==> src/rtl/axil_wb_pkg.sv <==
// Shared types and constants for the AXI4-Lite to Wishbone classic bridge.
package axil_wb_pkg;

  typedef enum logic [2:0] {
    ST_IDLE,
    ST_WB_WR,
    ST_WB_RD,
    ST_B_RESP,
    ST_R_RESP
  } state_t;

  localparam logic [1:0] RESP_OKAY   = 2'b00;
  localparam logic [1:0] RESP_SLVERR = 2'b10;

endpackage

==> src/rtl/axil_wb_hold_slot.sv <==
// One-entry valid/ready capture register; stays full until its Wishbone cycle
// retires it through i_clr. Ready is registered and therefore 0 during reset.
module axil_wb_hold_slot
  import axil_wb_pkg::*;
#(
  parameter int W = 32
) (
  input  logic         clk,
  input  logic         rst_n,
  input  logic         i_valid,
  output logic         o_ready,
  input  logic [W-1:0] i_data,
  input  logic         i_clr,
  output logic         o_full,
  output logic [W-1:0] o_data
);

  logic         r_full;
  logic         r_ready;
  logic [W-1:0] r_data;
  logic         w_hs;
  logic         w_full_nxt;

  assign w_hs       = i_valid && r_ready;
  assign w_full_nxt = i_clr ? 1'b0 : (w_hs ? 1'b1 : r_full);

  always_ff @(posedge clk or negedge rst_n) begin
    if (!rst_n) begin
      r_full  <= 1'b0;
      r_ready <= 1'b0;
    end else begin
      r_full  <= w_full_nxt;
      r_ready <= !w_full_nxt;
    end
  end

  always_ff @(posedge clk) begin
    if (w_hs) r_data <= i_data;
  end

  assign o_ready = r_ready;
  assign o_full  = r_full;
  assign o_data  = r_data;

endmodule

==> src/rtl/axil_to_wb_bridge.sv <==
// AXI4-Lite slave to Wishbone classic master, one Wishbone cycle at a time,
// round-robin read/write arbitration. Optional ack timeout: AXIL_WB_TIMEOUT_EN.
module axil_to_wb_bridge
  import axil_wb_pkg::*;
#(
  parameter int ADDR_WIDTH     = 32,
  parameter int DATA_WIDTH     = 32,
  parameter int TIMEOUT_CYCLES = 255
) (
  input  logic                    clk,
  input  logic                    rst_n,
  input  logic                    awvalid,
  output logic                    awready,
  input  logic [ADDR_WIDTH-1:0]   awaddr,
  input  logic [2:0]              awprot,
  input  logic                    wvalid,
  output logic                    wready,
  input  logic [DATA_WIDTH-1:0]   wdata,
  input  logic [DATA_WIDTH/8-1:0] wstrb,
  output logic                    bvalid,
  input  logic                    bready,
  output logic [1:0]              bresp,
  input  logic                    arvalid,
  output logic                    arready,
  input  logic [ADDR_WIDTH-1:0]   araddr,
  input  logic [2:0]              arprot,
  output logic                    rvalid,
  input  logic                    rready,
  output logic [DATA_WIDTH-1:0]   rdata,
  output logic [1:0]              rresp,
  output logic                    wb_cyc_o,
  output logic                    wb_stb_o,
  output logic                    wb_we_o,
  output logic [ADDR_WIDTH-1:0]   wb_addr_o,
  output logic [DATA_WIDTH-1:0]   wb_data_o,
  output logic [DATA_WIDTH/8-1:0] wb_sel_o,
  input  logic [DATA_WIDTH-1:0]   wb_data_i,
  input  logic                    wb_ack_i
);

  localparam int SEL_W = DATA_WIDTH / 8;

  state_t                r_state, w_state_nxt;
  logic                  r_rr_last_rd;
  logic                  w_aw_full, w_w_full, w_ar_full;
  logic [ADDR_WIDTH-1:0] w_aw_addr, w_ar_addr;
  logic [DATA_WIDTH-1:0] w_wdata;
  logic [SEL_W-1:0]      w_wstrb;
  logic                  w_wr_pend, w_rd_pend;
  logic                  w_grant_wr, w_grant_rd;
  logic                  w_clr_wr, w_clr_rd;
  logic                  w_abort;
  logic                  w_unused;

  assign w_unused = ^{awprot, arprot};

  axil_wb_hold_slot #(.W(ADDR_WIDTH)) u_aw_slot (
    .clk(clk), .rst_n(rst_n), .i_valid(awvalid), .o_ready(awready),
    .i_data(awaddr), .i_clr(w_clr_wr), .o_full(w_aw_full), .o_data(w_aw_addr)
  );

  axil_wb_hold_slot #(.W(DATA_WIDTH + SEL_W)) u_w_slot (
    .clk(clk), .rst_n(rst_n), .i_valid(wvalid), .o_ready(wready),
    .i_data({wdata, wstrb}), .i_clr(w_clr_wr), .o_full(w_w_full),
    .o_data({w_wdata, w_wstrb})
  );

  axil_wb_hold_slot #(.W(ADDR_WIDTH)) u_ar_slot (
    .clk(clk), .rst_n(rst_n), .i_valid(arvalid), .o_ready(arready),
    .i_data(araddr), .i_clr(w_clr_rd), .o_full(w_ar_full), .o_data(w_ar_addr)
  );

`ifdef AXIL_WB_TIMEOUT_EN
  localparam int TMO_W = $clog2(TIMEOUT_CYCLES + 1);
  logic [TMO_W-1:0] r_tmo_cnt;

  always_ff @(posedge clk or negedge rst_n) begin
    if (!rst_n)                                          r_tmo_cnt <= '0;
    else if (r_state == ST_WB_WR || r_state == ST_WB_RD) r_tmo_cnt <= r_tmo_cnt + 1'b1;
    else                                                 r_tmo_cnt <= '0;
  end

  // An ack in the final cycle still wins over the abort.
  assign w_abort = (r_tmo_cnt == TMO_W'(TIMEOUT_CYCLES - 1)) && !wb_ack_i;
`else
  logic w_unused_tmo;
  assign w_unused_tmo = (TIMEOUT_CYCLES != 0);
  assign w_abort      = 1'b0;
`endif

  always_ff @(posedge clk or negedge rst_n) begin
    if (!rst_n) r_state <= ST_IDLE;
    else        r_state <= w_state_nxt;
  end

  always_comb begin
    w_state_nxt = r_state;
    w_grant_wr  = 1'b0;
    w_grant_rd  = 1'b0;
    w_clr_wr    = 1'b0;
    w_clr_rd    = 1'b0;
    w_wr_pend   = w_aw_full && w_w_full;
    w_rd_pend   = w_ar_full;
    case (r_state)
      ST_IDLE: begin
        if (w_wr_pend && (!w_rd_pend || r_rr_last_rd)) begin
          w_grant_wr  = 1'b1;
          w_state_nxt = ST_WB_WR;
        end else if (w_rd_pend) begin
          w_grant_rd  = 1'b1;
          w_state_nxt = ST_WB_RD;
        end
      end
      ST_WB_WR: if (wb_ack_i || w_abort) begin
        w_clr_wr    = 1'b1;
        w_state_nxt = ST_B_RESP;
      end
      ST_WB_RD: if (wb_ack_i || w_abort) begin
        w_clr_rd    = 1'b1;
        w_state_nxt = ST_R_RESP;
      end
      ST_B_RESP: if (bready) w_state_nxt = ST_IDLE;
      ST_R_RESP: if (rready) w_state_nxt = ST_IDLE;
      default:   w_state_nxt = ST_IDLE;
    endcase
  end

  always_ff @(posedge clk or negedge rst_n) begin
    if (!rst_n) begin
      r_rr_last_rd <= 1'b1;
      wb_cyc_o     <= 1'b0;
      wb_stb_o     <= 1'b0;
      wb_we_o      <= 1'b0;
      wb_addr_o    <= '0;
      wb_data_o    <= '0;
      wb_sel_o     <= '0;
      bvalid       <= 1'b0;
      bresp        <= RESP_OKAY;
      rvalid       <= 1'b0;
      rdata        <= '0;
      rresp        <= RESP_OKAY;
    end else begin
      if (w_grant_wr) begin
        r_rr_last_rd <= 1'b0;
        wb_cyc_o     <= 1'b1;
        wb_stb_o     <= 1'b1;
        wb_we_o      <= 1'b1;
        wb_addr_o    <= w_aw_addr;
        wb_data_o    <= w_wdata;
        wb_sel_o     <= w_wstrb;
      end
      // Reads fetch the whole word; AXI-Lite has no read strobes.
      if (w_grant_rd) begin
        r_rr_last_rd <= 1'b1;
        wb_cyc_o     <= 1'b1;
        wb_stb_o     <= 1'b1;
        wb_we_o      <= 1'b0;
        wb_addr_o    <= w_ar_addr;
        wb_sel_o     <= '1;
      end
      if (w_clr_wr || w_clr_rd) begin
        wb_cyc_o <= 1'b0;
        wb_stb_o <= 1'b0;
        wb_we_o  <= 1'b0;
      end
      if (w_clr_wr) begin
        bvalid <= 1'b1;
        bresp  <= wb_ack_i ? RESP_OKAY : RESP_SLVERR;
      end
      if (w_clr_rd) begin
        rvalid <= 1'b1;
        rdata  <= wb_ack_i ? wb_data_i : '0;
        rresp  <= wb_ack_i ? RESP_OKAY : RESP_SLVERR;
      end
      if (r_state == ST_B_RESP && bready) bvalid <= 1'b0;
      if (r_state == ST_R_RESP && rready) rvalid <= 1'b0;
    end
  end

endmodule
==> config.mk <==
export PLATFORM = sky130hd
export DESIGN_NAME = axil_to_wb_bridge
export DESIGN_NICKNAME = d
export VERILOG_FILES = /design/src/rtl/axil_wb_pkg.sv /design/src/rtl/axil_wb_hold_slot.sv /design/src/rtl/axil_to_wb_bridge.sv
export SDC_FILE = /design/constraint.sdc
export NUM_CORES = 1
export LEC_CHECK = 0
export ABC_AREA = 1
export CAP_MARGIN = 25
export CORE_ASPECT_RATIO = 0.6
export CORE_UTILIZATION = 40
export DETAILED_ROUTE_END_ITERATION = 6
export GPL_TIMING_DRIVEN = 0
export PLACE_DENSITY = 0.78
export RECOVER_POWER = 50
export SLEW_MARGIN = 0
export SYNTH_ARGS = -nofsm -noshare
export SYNTH_HDL_FRONTEND = slang
export SYNTH_SLANG_ARGS = --single-unit
export TNS_END_PERCENT = 1
==> constraint.sdc <==
create_clock -name clk -period 4.18 [get_ports clk]
set_input_delay 0.418 -clock clk [delete_from_list [all_inputs] [get_ports clk]]
set_output_delay 0.418 -clock clk [all_outputs]
set_load 0.005 [all_outputs]
* After elaboration in Yosys (flattened, before gate mapping)
Index checks and enable logic that the tools add are counted.
W data, S select, Z words.
** Word-level totals
- Bits in registers :: 218
- Word-level logic and storage cells :: 87
- Output and inout port bits :: 112
- Input bits :: 146
** Operators by class
- Muxes and demuxes :: 38
- Reductions and logical operators :: 19
- Eq/ne operators :: 9
** Operator list (number)
- $mux W32 :: 3
- $mux W1 :: 25
- $mux W3 :: 6
- $pmux W3 S5 :: 1
- $mux W4 :: 2
- $ne A2 B2 Y1 const B :: 4
- $logic_and A1 B1 Y1 :: 7
- $eq A3 B2 Y1 const B :: 2
- $reduce_bool A2 Y1 :: 3
- $reduce_and A5 Y1 :: 1
- $logic_not A1 Y1 :: 4
- $eq A3 B1 Y1 const B :: 1
- $eq A3 B3 Y1 const B :: 1
- $logic_not A3 Y1 :: 1
- $ne A3 B2 Y1 const B :: 1
- $reduce_bool A3 Y1 :: 1
- $logic_or A1 B1 Y1 :: 2
- $mux W2 :: 1

* Logic depth before layout (Yosys ltp)
- Depth in word-level cells :: 8
- Gate-level depth with buffers :: 8
- Depth with buffers taken out :: 8

* By module
A second synthesis with hierarchy kept.
** Second synthesis, totals
- Cell total of the unflattened synthesis :: 660
- Area total of the unflattened synthesis :: 7901.3 µm²
** By module, submodules not included
- axil_to_wb_bridge :: sequential area each 2753.9 µm², area each 4647.0 µm², instances 1, cells an instance 533
- axil_wb_hold_slot (u_ar_slot ...) :: sequential area each 1011.0 µm², area each 1044.8 µm², instances 2, cells an instance 41
- axil_wb_hold_slot (u_w_slot) :: sequential area each 1131.1 µm², area each 1164.9 µm², instances 1, cells an instance 45

* Least setup slack after synthesis
OpenSTA, ideal clock, no wires.
- Path type :: in2reg
- From :: input port wvalid
- To :: register u_w_slot.r_data[0] (netlist: u_w_slot.o_data[0]), enable pin
- Cell stages on the path :: 2
- Path slack :: 2609 ps
- Arrival time :: 1180 ps
- Path buffers :: 0
- Setup time :: 391 ps
- Data required time :: 3789 ps
- Cells stage by stage :: nand2_1 inv_1
** Between the ends
- Cells in the longest elaborated chain, start to end :: 1
** RTL lines
- start, declared :: line axil_to_wb_bridge.sv:16 : input logic wvalid,
- $logic_and A1 B1 Y1 :: line axil_wb_hold_slot.sv:24 : assign w_hs = i_valid && r_ready;
- net u_w_slot.w_hs :: line axil_wb_hold_slot.sv:21 : logic w_hs;
- end signal, assigned :: line axil_wb_hold_slot.sv:38 : if (w_hs) r_data <= i_data;
- end, declared :: line axil_wb_hold_slot.sv:20 : logic [W-1:0] r_data;
The timed path passes the listed nets, and every way through them passes these cells.
A chain may end at the register's enable or synchronous reset.

==> impl_metrics.yaml <==
place:
  port_buffers: 249
  dpl.hpwl_mm: 13.6
  gp_congestion: 0.808
  dp_slack_ps: 2080
setup_path:
  cp.arrival_ps: 2640
  critPathKind: "primary input to asynchronous set/reset pin"
  critical_path_peak_fanout: 62
  cp-start-kind: "primary input"
  required_ps: 4510
  end_kind: "asynchronous set/reset pin"
logic_synthesis:
  ys_warn_count: 0
  synthTopCellsByArea: "edfxtp_1 38%, dfrtp_1 37%, nand2_1 14%"
  synth_top_area_frac: 0.384
  syn_area_sq_um: 7820
  synth_top_area_cell: "edfxtp_1"
  syn_area_per_cell_sq_um: 12.0
  synth-seq-cells: 216
  syn_inst: 652
  synth.distinct_cells: 27
  ys_seq_area_frac: 0.755
clock_tree:
  clockBufferDepth: 3
  cts-htree-levels: 1
  clk_pin_slew_worst_paths_ps: 60
  cts.sinks: 216
  cts-root-buf: "clkbuf_16"
  clk_latency_ps: 500
  cts_buffers: 21
  cts_tree: "done"
floorplan:
  die_area_sq_um: 20100
  die_y_um: 110
  num_rows: 39
  core_sq_um: 19100
  initial_core_util: 0.410
  io_pins: 258
  die_w_um: 182
route:
  dr.first_iter.drc_count: 314
  first_pass_iters: 4
  vias: 5598
  viasPerCell: 4.61
  finalWirelength_mm: 19.0
  post_drt_wl_per_cell_um: 15.6
  drc_errors: 0
  final_antenna_net_count: 0
sta:
  hold_viol: 0
  finalCriticalPeriod_ps: 2300
  finalSetupTns_ps: 0
  whs_ps: 437
  period_share: 0.551
  fmax_ghz: 0.434
  tightest_slew_ps: 1520
  rsz0062_at_grt: "false"
  finalSetupViolations: 0
  skew_ps: 16.0
  slew_headroom: -0.0125
  maxSlewViolCount: 63
  setup_ws_ps: 1880
global_routing:
  grt_first_pass_wirelength_mm: 29.2
  grtUsageTotal: 0.190
  grt_overflow: 0
  grt_max_degree: 63
  antenna_found_initial: 7
  grt_pass1_vias: 5454
status:
  violations: "capacitance limit, slew limit"
  run_status: "complete, but fails checks"
power_and_ir_drop:
  p_leak_nw: 4.95
  ir_drop_v: 0.000393
  power_density_nw_per_um2: 719
cells_and_area:
  fin_util: 0.598
  final_nets: 1075
  fillers: 1522
  syn_to_final_growth_pct: 46.0
  drive_above_1_share: 0.0805
job:
  maxCapViolCount: 2
worst_hold_path:
  hold_class: "flip-flop to flip-flop"
==> layer usage <==
metal,GRT usage,share of wire
met2,0.295,0.44
met3,0.0818,0.11
met1,0.247,0.43
met4,0.0408,0.015
met5,0,0.0012
==> final cells by class <==
type | instances | area (sq um) | area share
multi-input combinational | 384 | 1600 | 0.140
tap | 266 | 333 | 0.0292
clock inverter | 6 | 61.3 | 0.00537
sequential | 216 | 5910 | 0.517
timing repair buffer | 253 | 2560 | 0.225
clock buffer | 32 | 627 | 0.0549
antenna | 5 | 12.5 | 0.00110
inverter | 23 | 91.3 | 0.00800
buffer | 30 | 221 | 0.0194
==> per-stage QoR <==
stage	cells	instance area, sq um	power, mW
6_report	1215	11400	8.21
5_1_grt	1213	11400	8.78
4_1_cts	1210	11400	8.32
3_5_place_dp	1171	10700	6.43
3_3_place_gp	1168	10600	6.29
2_1_floorplan	653	7820	4.71
==> cell usage in the layout (no fill, tap or decap), types with 9 or more instances in the layout <==
cell	instances
buf_2	9
buf_4	14
clkbuf_16	21
clkdlybuf4s50_1	148
dfrtp_1	115
dlygate4sd3_1	101
edfxtp_1	100
inv_1	20
nand2_1	284
nand3_1	75
==> repair_timing <==
action / CTS / global route
gates resized for setup: 0 / 0
buffers inserted: 0 / 0
hold buffers: 1 / 0
hold endpoints to repair: 53 / 0
==> state kept, by name, indices dropped and copies added (netlist names), 3 cells and up <==
signal            flops
r_state               3
rdata                32
u_ar_slot.o_data     32
u_aw_slot.o_data     32
u_w_slot.o_data      36
wb_addr_o            32
wb_data_o            32
wb_sel_o              4
==> cells by family after synthesis <==
family                 share of synthesized area
flip-flops                                 0.755
buffers and inverters                     0.0400
AO/OA/AOI/OAI                            0.00688
AND/OR/NAND/NOR                            0.197
other                                   0.000480
==> cells in the mapped netlist <==
| master | instances |
|---|---|
| nand2_1 | 284 |
| dfrtp_1 | 115 |
| edfxtp_1 | 100 |
| nand3_1 | 74 |
| inv_1 | 18 |
| buf_4 | 14 |
| buf_2 | 9 |
| nor2_1 | 7 |
| buf_6 | 6 |
| o21ai_0 | 5 |
| inv_2 | 3 |
| inv_4 | 2 |
| a21oi_1 | 1 |
| a31oi_1 | 1 |
| a31oi_2 | 1 |
| clkbuf_1 | 1 |
| conb_1 | 1 |
| dfstp_2 | 1 |
| nand2_2 | 1 |
| nand2_4 | 1 |
| nand3_2 | 1 |
| nand3_4 | 1 |
| nand4_1 | 1 |
| nor2_2 | 1 |
| nor2_4 | 1 |
| nor3_2 | 1 |
| o21ai_1 | 1 |
==> worst max-delay path: stages <==
cell and delay (ps):
dlygate4sd3_1 550, buf_6 410, clkbuf_2 1190
==> path summary, 6_finish.rpt <==
path / start / endpoint / slack (ps) / cells after the start
worst min-delay path: u_w_slot.o_data[18]$_DFFE_PP_ / wb_data_o[14]$_DFFE_PN0P_ / 440 / 2
worst min register to register: u_w_slot.o_data[18]$_DFFE_PP_ / wb_data_o[14]$_DFFE_PN0P_ / 440 / 2
worst max register to register: u_w_slot.o_ready$_DFF_PN0_ / u_w_slot.o_ready$_DFF_PN0_ / 2100 / 3
min in group asynchronous: rst_n / wb_addr_o[19]$_DFFE_PN0P_ / 450 / 2
max in group clk: wvalid / u_w_slot.o_ready$_DFF_PN0_ / 2080 / 4
worst max-delay path: rst_n / u_w_slot.o_ready$_DFF_PN0_ / 1880 / 3
==> report_power, final <==
part	switching (mW)	total, mW	internal (mW)
Combinational	1.47	3.00	1.53
Sequential	0.357	3.33	2.97
Clock	0.775	1.87	1.10
Total	2.61	8.21	5.60
Power figures use the tool's default switching activity.
